--- config.mk ---
export PLATFORM = sky130hd
export DESIGN_NAME = imem_load_ctrl
export DESIGN_NICKNAME = d
export VERILOG_FILES = /design/src/rtl/imem_load_ctrl.sv
export SDC_FILE = /design/constraint.sdc
export NUM_CORES = 1
export LEC_CHECK = 0
export CAP_MARGIN = 25
export CELL_PAD_IN_SITES_DETAIL_PLACEMENT = 0
export CELL_PAD_IN_SITES_GLOBAL_PLACEMENT = 1
export CORE_ASPECT_RATIO = 2
export CORE_MARGIN = 5
export CORE_UTILIZATION = 29
export CTS_CLUSTER_SIZE = 20
export DETAILED_ROUTE_END_ITERATION = 6
export PLACE_DENSITY = 0.75
export SLEW_MARGIN = 25
export SYNTH_ARGS = -nofsm -noshare
export SYNTH_HDL_FRONTEND = slang
export SYNTH_SLANG_ARGS = --single-unit
--- constraint.sdc ---
create_clock -name clk -period 2.3 [get_ports clk]
set_clock_uncertainty 0.2 [all_clocks]
set_input_delay 0.345 -clock clk [delete_from_list [all_inputs] [get_ports clk]]
set_output_delay 0.345 -clock clk [all_outputs]
set_load 0.01 [all_outputs]
--- src/rtl/imem_load_ctrl.sv ---
`timescale 1ns/1ps
`default_nettype none
// ============================================================================
// Module   : imem_load_ctrl
// Brief    : Instruction-memory owner: byte-stream program loader, then a
//            checked fetch port for the pipeline, sharing one RAM port.
// Revision : 1.0 - initial release
// ============================================================================
module imem_load_ctrl #(
    parameter int ADDR_W = 10
) (
    input  logic              clk,
    input  logic              rst,
    input  logic              ld_start,
    input  logic [ADDR_W:0]   ld_words,
    input  logic              ld_valid,
    input  logic [7:0]        ld_data,
    output logic              ld_ready,
    input  logic              fetch_req,
    input  logic [31:0]       fetch_pc,
    output logic              fetch_valid,
    output logic [31:0]       fetch_instr,
    output logic [ADDR_W-1:0] mem_addr,
    output logic              mem_we,
    output logic [31:0]       mem_wdata,
    input  logic [31:0]       mem_rdata,
    output logic              core_rst,
    output logic              done,
    output logic              err
);

    localparam logic [31:0]   c_nop  = 32'h0000_0013;
    localparam logic [ADDR_W:0] c_one  = {{ADDR_W{1'b0}}, 1'b1};
    localparam logic [ADDR_W:0] c_full = {1'b1, {ADDR_W{1'b0}}};

    typedef enum logic [1:0] {
        S_IDLE = 2'd0,
        S_LOAD = 2'd1,
        S_RUN  = 2'd2
    } state_t;

    state_t            r_state;
    state_t            w_state_nxt;

    logic [ADDR_W:0]   r_total;
    logic [ADDR_W-1:0] r_word_cnt;
    logic [1:0]        r_byte_idx;
    logic [23:0]       r_lanes;
    logic              r_we;
    logic [31:0]       r_wdata;
    logic [ADDR_W-1:0] r_addr_hold;
    logic              r_fv;
    logic              r_bad;
    logic              r_err;

    logic [ADDR_W:0]   w_cnt_p1;
    logic [ADDR_W:0]   w_target;
    logic              w_last_wr;
    logic              w_ld_ready;
    logic              w_accept;
    logic              w_start;
    logic              w_fetch;
    logic              w_bad_pc;
    logic [ADDR_W-1:0] w_mem_addr;

    // A latched count of zero stands for the full memory.
    assign w_cnt_p1   = {1'b0, r_word_cnt} + c_one;
    assign w_target   = (r_total == '0) ? c_full : r_total;
    assign w_last_wr  = r_we && (w_cnt_p1 == w_target);
    assign w_ld_ready = (r_state == S_LOAD) && !w_last_wr;
    assign w_accept   = ld_valid && w_ld_ready;
    assign w_start    = ld_start && (r_state != S_LOAD);
    assign w_fetch    = (r_state == S_RUN) && fetch_req && !w_start;
    assign w_bad_pc   = (fetch_pc[1:0] != 2'b00) || (fetch_pc[31:ADDR_W+2] != '0);

    always_comb begin
        w_state_nxt = r_state;
        w_mem_addr  = r_addr_hold;
        case (r_state)
            S_IDLE:  if (ld_start)  w_state_nxt = S_LOAD;
            S_LOAD:  if (w_last_wr) w_state_nxt = S_RUN;
            S_RUN:   if (ld_start)  w_state_nxt = S_LOAD;
            default: w_state_nxt = S_IDLE;
        endcase
        // A pending load write owns the port over any fetch address.
        if (r_we) begin
            w_mem_addr = r_word_cnt;
        end else if ((r_state == S_RUN) && fetch_req) begin
            w_mem_addr = fetch_pc[ADDR_W+1:2];
        end
    end

    always_ff @(posedge clk) begin
        if (rst) begin
            r_state     <= S_IDLE;
            r_total     <= '0;
            r_word_cnt  <= '0;
            r_byte_idx  <= 2'd0;
            r_lanes     <= 24'd0;
            r_we        <= 1'b0;
            r_wdata     <= 32'd0;
            r_addr_hold <= '0;
            r_fv        <= 1'b0;
            r_bad       <= 1'b0;
            r_err       <= 1'b0;
        end else begin
            r_state     <= w_state_nxt;
            r_addr_hold <= w_mem_addr;
            r_we        <= 1'b0;
            r_fv        <= w_fetch;
            if (w_start) begin
                r_total    <= ld_words;
                r_word_cnt <= '0;
                r_byte_idx <= 2'd0;
            end else begin
                if (r_we) begin
                    r_word_cnt <= r_word_cnt + 1'b1;
                end
                if (w_accept) begin
                    r_byte_idx <= r_byte_idx + 2'd1;
                    case (r_byte_idx)
                        2'd0:    r_lanes[7:0]   <= ld_data;
                        2'd1:    r_lanes[15:8]  <= ld_data;
                        2'd2:    r_lanes[23:16] <= ld_data;
                        default: begin
                            r_we    <= 1'b1;
                            r_wdata <= {ld_data, r_lanes};
                        end
                    endcase
                end
            end
            if (w_fetch) begin
                r_bad <= w_bad_pc;
            end
            if (w_start) begin
                r_err <= 1'b0;
            end else if (w_fetch && w_bad_pc) begin
                r_err <= 1'b1;
            end
        end
    end

    assign ld_ready    = w_ld_ready;
    assign mem_addr    = w_mem_addr;
    assign mem_we      = r_we;
    assign mem_wdata   = r_wdata;
    assign fetch_valid = r_fv;
    assign fetch_instr = (r_fv && !r_bad) ? mem_rdata : c_nop;
    assign core_rst    = (r_state != S_RUN);
    assign done        = w_last_wr;
    assign err         = r_err;

endmodule
`default_nettype wire

# Word level (Yosys, flattened, before mapping)
# Index checks and enable logic that the tools add are counted.
# classes
n_reduce_logical	26
eq_ne	9
addsub	3
muxes	8
n_bitwise	3
# op_table
operator	count
two-way mux 32 bit	1
two-way mux 10 bit	2
nonzero test 20 bit	1
AND reduction 3 bit	4
adder 10 x 1 -> 11 bit, second input constant	1
== test 11 bit	1
logical NOT 11 bit	1
two-way mux 11 bit	1
adder 10 x 1 -> 10 bit, second input constant	1
logical AND 1 bit	8
OR reduction 3 bit	2
== test 2 x 1 -> 1 bit, second input constant	2
== test 2 bit, second input constant	2
logical NOT 2 bit	2
two-way mux 2 bit	2
inequality test 2 x 1 -> 1 bit, second input constant	2
inequality test 2 bit, second input constant	2
one-hot mux 2 bit (2 select lines)	1
OR reduction 2 bit	2
logical NOT 1 bit	3
NOT 1 bit	3
adder 2 x 1 -> 2 bit, second input constant	1
AND reduction 2 bit	1
nonzero test 2 bit	1
other kinds (2)	2
# word_totals
inputBits	88
out_inout_bits	80
register_bits	95

# Longest topological paths before layout
# Gate-level depths: netlist of the first run.
# logic_depth
ltp_word	9
depth_mapped	10
depth_no_buf	8

# Least setup slack after synthesis of the first run
# OpenSTA, ideal clock, no wires.
# synth_timing
kind	register to register
from	reg r_word_cnt[0]
to	reg r_wdata[13] (netlist: mem_wdata[13])
n_path_buf	2
path_slack_ns	-0.109
path_stages_with_launch	11
period_less_slack_ns	2.409
arrival_ns	2.137
path_cell_list	dfxtp_1 -> ha_1 -> buf_2 -> nor2b_1 -> or2_2 -> a211oi_1 -> o2111a_2 -> a31oi_4 -> nand2_4 -> buf_6 -> mux2i_1
# synth_via
elab_chain_cells	7
# synth_rtl
item	line_no	source
from (decl)	46	logic [ADDR_W-1:0] r_word_cnt;
from (signal assigned)	117	r_word_cnt <= r_word_cnt + 1'b1;
adder 10 x 1 -> 11 bit	67	assign w_cnt_p1 = {1'b0, r_word_cnt} + c_one;
== test 11 bit	69	assign w_last_wr = r_we && (w_cnt_p1 == w_target);
logical AND 1 bit	69	
logical NOT 1 bit	70	assign w_ld_ready = (r_state == S_LOAD) && !w_last_wr;
logical AND 1 bit	70	
logical AND 1 bit	71	assign w_accept = ld_valid && w_ld_ready;
AND reduction 3 bit (no source line)	--	
to (signal assigned)	127	r_wdata <= {ld_data, r_lanes};
to (decl)	50	logic [31:0] r_wdata;
# No other way between the ends.
# A chain may end at the register's enable or synchronous reset.

# Final worst setup path of the first run
# layout_timing
from	reg r_word_cnt[1]
to	out ld_ready
# layout_via
elab_chain_cells	5
# layout_rtl
item	line_no	source
adder 10 x 1 -> 11 bit	67	
== test 11 bit	69	
logical AND 1 bit	69	
logical NOT 1 bit	70	
logical AND 1 bit	70	
to (decl)	18	output logic ld_ready,
# No other way between the ends.

==> summary.md, run 1 <==
| Metric | Value |
|---|---|
| Ratio of cells with drive above 1 in the final layout | 15.98% |
| Critical Path Start Type | register |
| Setup TNS Final | -13.42 ns |
| Mapped cell area | between 4000 and 5000 um2 |
| Power Total | ~0.0035 W |
| Yosys cell types | between 40 and 50 |
| Total Routed Length | 14560 um |
| Fmax | 382.0 MHz |
| Clock network power share | 41.9% |
| VDD IR max | 0.0003692 V |
| DR vias | 4056 |
| WP data arrival | ~2.1 ns |
| Fillcell total | roughly 1500 |
| Gate power share | 10.1% |
| Skew-Pair Late Insertion Delay | 0.34 ns |
| Synthesis Warnings | 0 |
| Synthesized flop and latch total | 95 |
| Crit-path max FO | 7 |
| Seq/Total Area, Yosys | 41.94% |
| Routed Antenna Nets | 0 |
| Core area | 15370 um2 |
| H-tree depth | 3 |
| Pre-Repair DR Iteration Count | 4 |
| Slew Viols, Final | 0 |
| Syn_nets | slightly below 600 |
| Period utilization | 113.8% |
| Critical path class | reg2out |
| Worst reg2reg path depth | 11 |
| Slowest cell on the critical path | dfxtp_4 |
| Critical Path Max Stage Delay | 0.37 ns |
| Die X | a little under 100 um |
| Final worst slack | -0.3181 ns |
| Cts hold-fix bufs | 0 |
| Row count | 64 |
| DRC errors left | 0 |
| Largest net degree at the start of global routing | 40 |
| Main synth FF type | dfxtp_1 |
| Hold Fails Final Rpt | 0 |
| FF-to-FF Start | r_word_cnt[0] |
| Data required, critical path | 1.75 ns |
| GP Congestion | between 0.9 and 1 |
| Worst R2R End | mem_wdata[2] |
| Antenna violations before repair | 0 |
| Placed cells | 869 |
| Longest Clk Path Bufs | 2 |
| Status | finished with violations |
| Max_cap viols | 0 |
| CTS tree | done |
| Vias in the first global route | around 4300 |
| Critical Path, Cell by Cell | buf_6, nand2_1, or3_4, a211oi_2, o2111a_2, and3_4, nor2_2, buf_2 |
| Clk root buf | clkbuf_16 |
| Internal | 0.002648 W |
| GRT Total Usage | 15.82% |
| Leakage | 3.330 nW |
| Final setup vio count | 60 |
| First-pass GRT wire length | 23080 um |
| Clk sinks | 95 |
| Die height | 186.8 um |
| Stages on the worst setup path | 8 |
| CP delay by family, top | simple AND/OR/NAND/NOR gates |
| RSZ-0062 raised after global routing | yes |
| CTS clk-pin slew, worst paths | 0.07 ns |
| Max_slew headroom | 76.82% |
| Synth Area per Inst | 9.235 um2 |
| DP Worst Slack | -0.5101 ns |
| Post-DP HPWL | 11320 um |
| Crit path to | ld_ready |
| Worst reg-to-reg setup slack | -0.27 ns |
| Largest cells by area after synthesis | dfxtp_1 (42%), mux2i_1 (15%), nand2b_1 (9.7%) |
| Worst hold path class | reg2reg |
| # nets final | a little under 800 |
| Initial drt markers | 56 |
| Failing checks | negative setup slack |
| Syn Inst Count | 491 |
| Number of flops mapped to enable cells by yosys | 0 |
| Count leader, synth | dfxtp_1 |
| Switching Fraction | 24.43% |
| Area occupied by multi-input gates | 2555 um2 |
| Final non-filler cell total | 899 |
| Minimum clock period | 2.618 ns |
| DIE AREA | 18390 um2 |
| Top-area cell type share of the netlist area | 41.94% |
| Top cells by count, synth | dfxtp_1 (95), nand2b_1 (70), mux2i_1 (68) |
| Sequential power share | 48.0% |
| Via/cell ratio | about 4.5 |
| Slew @ Worst Pin | 0.3477 ns |
| CTS Buf Count | 9 |
| Routed wire per std cell | 16.20 um |
| Total congestion overflow | 0 |
| Asr flop ratio synth | 0% |
| Total I/O pin count | 168 |
| Synth area leader | dfxtp_1 |
| Critical Path Start | r_word_cnt[1] |
| Number of port buffers | approximately 170 |
| PD cells | around 480 nW/um2 |
| Ant diodes | 0 |
| Initial core utilization | between 20 and 30% |
| Register area | around 1900 um2 |
| Layout area overhead | 61.34% |
| Psw | roughly 0.00086 W |
| Buf/Inv on CP | 2 |
| Crit end category | output port |
[layout by cell type (no fill, tap or decap), types with 15 or more instances in the layout]
cell type        netlist  layout
clkdlybuf4s50_1        0     126
dfxtp_1               95      88
nand2b_1              70      70
mux2i_1               68      68
buf_4                  0      41
nand2_1               40      40
and2_1                30      30
nor2_1                23      20
dlygate4sd2_1          0      19
nor2b_1               17      15
a21oi_1               15      15
dlymetal6s2s_1         0      15
[worst min-delay path by stage]
stage / to / cells after the start / startpoint
final: err / 2 / err
after global routing: err / 2 / err
after floorplan: fetch_valid / 1 / ld_start
after CTS: err / 2 / err
after global placement: err / 2 / err
after detailed placement: err / 2 / err
[repair_timing]
action / CTS / global route
setup buffers: 13 / 3
pin swaps: 15 / 10
resized for setup: 63 / 36
endpoints found under the setup margin: 100 / 86
gates cloned: 3 / 0
hold endpoints to repair: 0 / 0
[registers in the layout, indices dropped and copies added, names as in the netlist, 2 cells and up]
register,count
r_addr_hold,10
r_total,11
r_word_cnt,10
r_byte_idx,2
r_state,2
r_lanes,24
mem_wdata,32
[layout make-up]
class                   instances  area share, %
clock inverters                 7         0.9749
well taps                     198          3.386
multi-input cells             357          34.92
repair buffers                227          31.14
flip-flops and latches         95          26.18
clock buffers                   9          3.079
inverters                       6         0.3079
[per-stage QoR]
| stage | hold WS [ns] | area [um2] | utilization [%] |
|---|---|---|---|
| CTS | 0.2659 | 7238 | 47.08 |
| global placement | 0.2374 | 6716 | 43.68 |
| finish | 0.2607 | 7316 | 47.58 |
| detailed placement | 0.2475 | 6716 | 43.68 |
| floorplan | 0.2243 | 4578 | - |
| global route | 0.2906 | 7316 | 47.58 |
[routing by layer]
| metal | vias up | track usage [%] | share of wire (%) |
|---|---|---|---|
| li1 | 2054 | - | - |
| met1 | 1896 | 16.35 | 36 |
| met2 | 81 | 30.65 | 58 |
| met3 | 25 | 2.912 | 3.2 |
| met4 | 0 | 5.944 | 2.9 |
| met5 | - | 0 | 0 |
[cells by family (layout without fill, tap and decap cells)]
logic type / count (synthesis) / in the layout / synth area share [%]
simple gates: 220 / 220 / 27.43
flops: 95 / 95 / 41.94
mux: 68 / 68 / 15.01
compound gates: 45 / 45 / 6.153
buf+inv: 39 / 249 / 4.249
xor+xnor: 19 / 19 / 3.836
fa+ha+maj: 5 / 5 / 1.380
[worst register-to-register path, cell delays in order, from the launching register on]
cell and delay [ns]:
dfxtp_4 0.36, buf_6 0.12, buf_6 0.11, and3b_1 0.14, and4_1 0.18, o211ai_1 0.18, o2111ai_2 0.17, buf_4 0.18
a31oi_4 0.25, buf_6 0.15, and2_4 0.23, mux2i_1 0.22
[power by group through the flow]
stage | Sequential [W] | Combinational (W) | Clock, W
CTS | 0.00168 | 0.000356 | 0.00152
global placement | 0.00172 | 0.000342 | 0
detailed placement | 0.00172 | 0.000345 | 0
finish | 0.00168 | 0.000355 | 0.00147
global route | 0.00168 | 0.000384 | 0.00159
floorplan | 0.00172 | 0.000132 | 0
No activity file was read; power rests on OpenSTA's default activity.
==> run 2, diff against run 1 <==
- PLACE_DENSITY: 0.75 -> 0.73
- SKIP_LAST_GASP: unset -> 1
==> summary.md, run 2 (same netlist as run 1, synthesis figures left out) <==
| Metric | Value |
|---|---|
| Max_cap viols | 0 (unchanged) |
| Register area | 1913 um2 (was 1916 um2) |
| Post-DP HPWL | 11390 um (was 11320 um) |
| Sequential power share | 47.6% (was 48.0%) |
| Clk root buf | clkbuf_16 (unchanged) |
| Data required, critical path | 1.75 ns (about the same) |
| Hold Crit Start | err (unchanged) |
| Layout area overhead | 62.78% (was 61.34%) |
| Total congestion overflow | 0 (unchanged) |
| Ant diodes | 0 (unchanged) |
| Skew-Pair Late Insertion Delay | 0.35 ns (was 0.34 ns) |
| Minimum clock period | 2.643 ns (was 2.618 ns) |
| Critical Path Start Type | register (unchanged) |
| Critical path class | reg2out (unchanged) |
| RSZ-0062 raised after global routing | yes (unchanged) |
| Ratio of cells with drive above 1 in the final layout | 18.19% (was 15.98%) |
| PD cells | 479.7 nW/um2 (was 479.0 nW/um2) |
| WP data arrival | 2.10 ns (was 2.07 ns) |
| Initial core utilization | 29.49% (unchanged) |
| Fillcell total | 1505 (was 1529) |
| Clock network power share | 42.4% (was 41.9%) |
| Pre-Repair DR Iteration Count | 4 (unchanged) |
| Status | finished with violations (unchanged) |
| Leakage | 3.493 nW (was 3.330 nW) |
| Routed wire per std cell | 16.58 um (was 16.20 um) |
| Largest net degree at the start of global routing | 41 (was 40) |
| Max_slew headroom | 66.53% (was 76.82%) |
| GRT Total Usage | 16.14% (was 15.82%) |
| Area occupied by multi-input gates | 2575 um2 (was 2555 um2) |
| Die height | 186.8 um (unchanged) |
| # nets final | 797 (was 789) |
| DRC errors left | 0 (unchanged) |
| Setup TNS Final | -16.00 ns (was -13.42 ns) |
| Final worst slack | -0.3429 ns (was -0.3181 ns) |
| Most common cell after layout, fill and taps aside | clkdlybuf4s50_1 (unchanged) |
| Final setup vio count | 61 (was 60) |
| Hold Fails Final Rpt | 0 (unchanged) |
| Crit end category | output port (unchanged) |
| Commonest non-fill, non-tap cells in the layout | clkdlybuf4s50_1 (128), dfxtp_1 (90), nand2b_1 (70), mux2i_1 (68), buf_4 (52) (was clkdlybuf4s50_1 (126), dfxtp_1 (88), nand2b_1 (70), mux2i_1 (68), buf_4 (41)) |
| VDD IR max | 0.0003406 V (was 0.0003692 V) |
| Longest Clk Path Bufs | 2 (unchanged) |
| Core area | 15370 um2 (unchanged) |
| DP Worst Slack | -0.5166 ns (was -0.5101 ns) |
| Initial drt markers | 87 (was 56) |
| Total I/O pin count | 168 (unchanged) |
| Gate power share | 10.0% (was 10.1%) |
| Slew @ Worst Pin | 0.5020 ns (was 0.3477 ns) |
| Number of flip-flops in the largest register | 32 (unchanged) |
| Routed Antenna Nets | 0 (unchanged) |
| Vias in the first global route | 4441 (was 4301) |
| Buf/Inv on CP | 2 (unchanged) |
| Slowest cell on the critical path | dfxtp_4 (unchanged) |
| Switching Fraction | 24.43% (about the same) |
| Critical Path, Cell by Cell | buf_6, nand2_4, or3_4, a211oi_2, o2111a_2, and3_4, nor2_4, buf_6 (was buf_6, nand2_1, or3_4, a211oi_2, o2111a_2, and3_4, nor2_2, buf_2) |
| Internal | 0.002676 W (was 0.002648 W) |
| CTS tree | done (unchanged) |
| DIE AREA | 18390 um2 (unchanged) |
| Number of port buffers | 167 (unchanged) |
| H-tree depth | 3 (unchanged) |
| Psw | 0.0008649 W (was 0.0008562 W) |
| Die X | 98.42 um (unchanged) |
| GP Congestion | 0.8706 (was 0.9039) |
| DR vias | 4114 (was 4056) |
| Clk sinks | 95 (unchanged) |
| Row count | 64 (unchanged) |
| Critical Path Start | r_word_cnt[1] (unchanged) |
| Antenna violations before repair | 0 (unchanged) |
| CP delay by family, top | simple AND/OR/NAND/NOR gates (unchanged) |
| Slew Viols, Final | 0 (unchanged) |
| CP dominant cell by count | buf_6 |
| CTS Buf Count | 9 (unchanged) |
| Critical Path Max Stage Delay | 0.37 ns (about the same) |
| First-pass GRT wire length | 23430 um (was 23080 um) |
| Total Routed Length | 15040 um (was 14560 um) |
| Crit-path max FO | 6 (was 7) |
| FF-to-FF Start | r_word_cnt[1] (was r_word_cnt[0]) |
| Period utilization | 114.9% (was 113.8%) |
| Worst hold path class | reg2reg (unchanged) |
| CTS clk-pin slew, worst paths | 0.07 ns (about the same) |
| Via/cell ratio | 4.536 (was 4.512) |
| Failing checks | negative setup slack (unchanged) |
| Fmax | 378.4 MHz (was 382.0 MHz) |
[run 2: path summary, 6_finish.rpt]
path         cells past startpoint      endpoint  slack [ns]
max reg2reg                     11  mem_wdata[8]       -0.30
max                              8      ld_ready       -0.34
min                              2           err        0.25
min reg2reg                      2           err        0.25
[run 2: metrics by stage]
step | utilization (%) | instances | power, W | area [um2] | hold WS [ns]
after global routing | 48.01 | 907 | 0.003692 | 7381 | 0.2632
after CTS | 47.17 | 902 | 0.003586 | 7252 | 0.2564
final | 48.01 | 907 | 0.003541 | 7381 | 0.2536
after floorplan | - | 491 | 0.001848 | 4578 | 0.2243
after global placement | 43.42 | 867 | 0.002061 | 6676 | 0.2412
after detailed placement | 43.42 | 867 | 0.002067 | 6676 | 0.2458
[run 2: repair_timing]
item,CTS,global route
pin swaps,15,10
gates cloned,3,1
hold buffers,0,0
setup buffers,18,10
setup endpoints to repair,100,98
gates resized for setup,57,68
[run 2: area by class of cell]
type | instances | share of cell area [%]
well taps | 198 | 3.357
clock inverters | 6 | 0.8476
inverters | 6 | 0.3051
multi-input cells | 357 | 34.89
repair buffers | 235 | 31.45
flip-flops and latches | 95 | 25.92
clock buffers | 10 | 3.238
[run 2: power groups by stage]
stage	registers (W)	clock network [W]	logic (W)
after floorplan	0.00172	0	0.000132
after global placement	0.00172	0	0.000336
after detailed placement	0.00173	0	0.000342
after CTS	0.00169	0.00155	0.000349
after global routing	0.00169	0.00163	0.000380
final	0.00168	0.00150	0.000354
[run 2: routing by layer]
metal	global-route usage [%]	part of all wire, %	up-vias
met5	0	0	-
met4	7.838	4.3	0
met3	2.725	3.1	40
met2	31.72	58	108
met1	15.64	35	1902
li1	-	-	2064
[run 2: worst min-delay path, delay by kind of cell, from the launching register on]
| family | cells | cell delay (ns) |
|---|---|---|
| compound gates | 1 | 0.05 |
| flops | 1 | 0.31 |
| buf+inv | 1 | 0.05 |
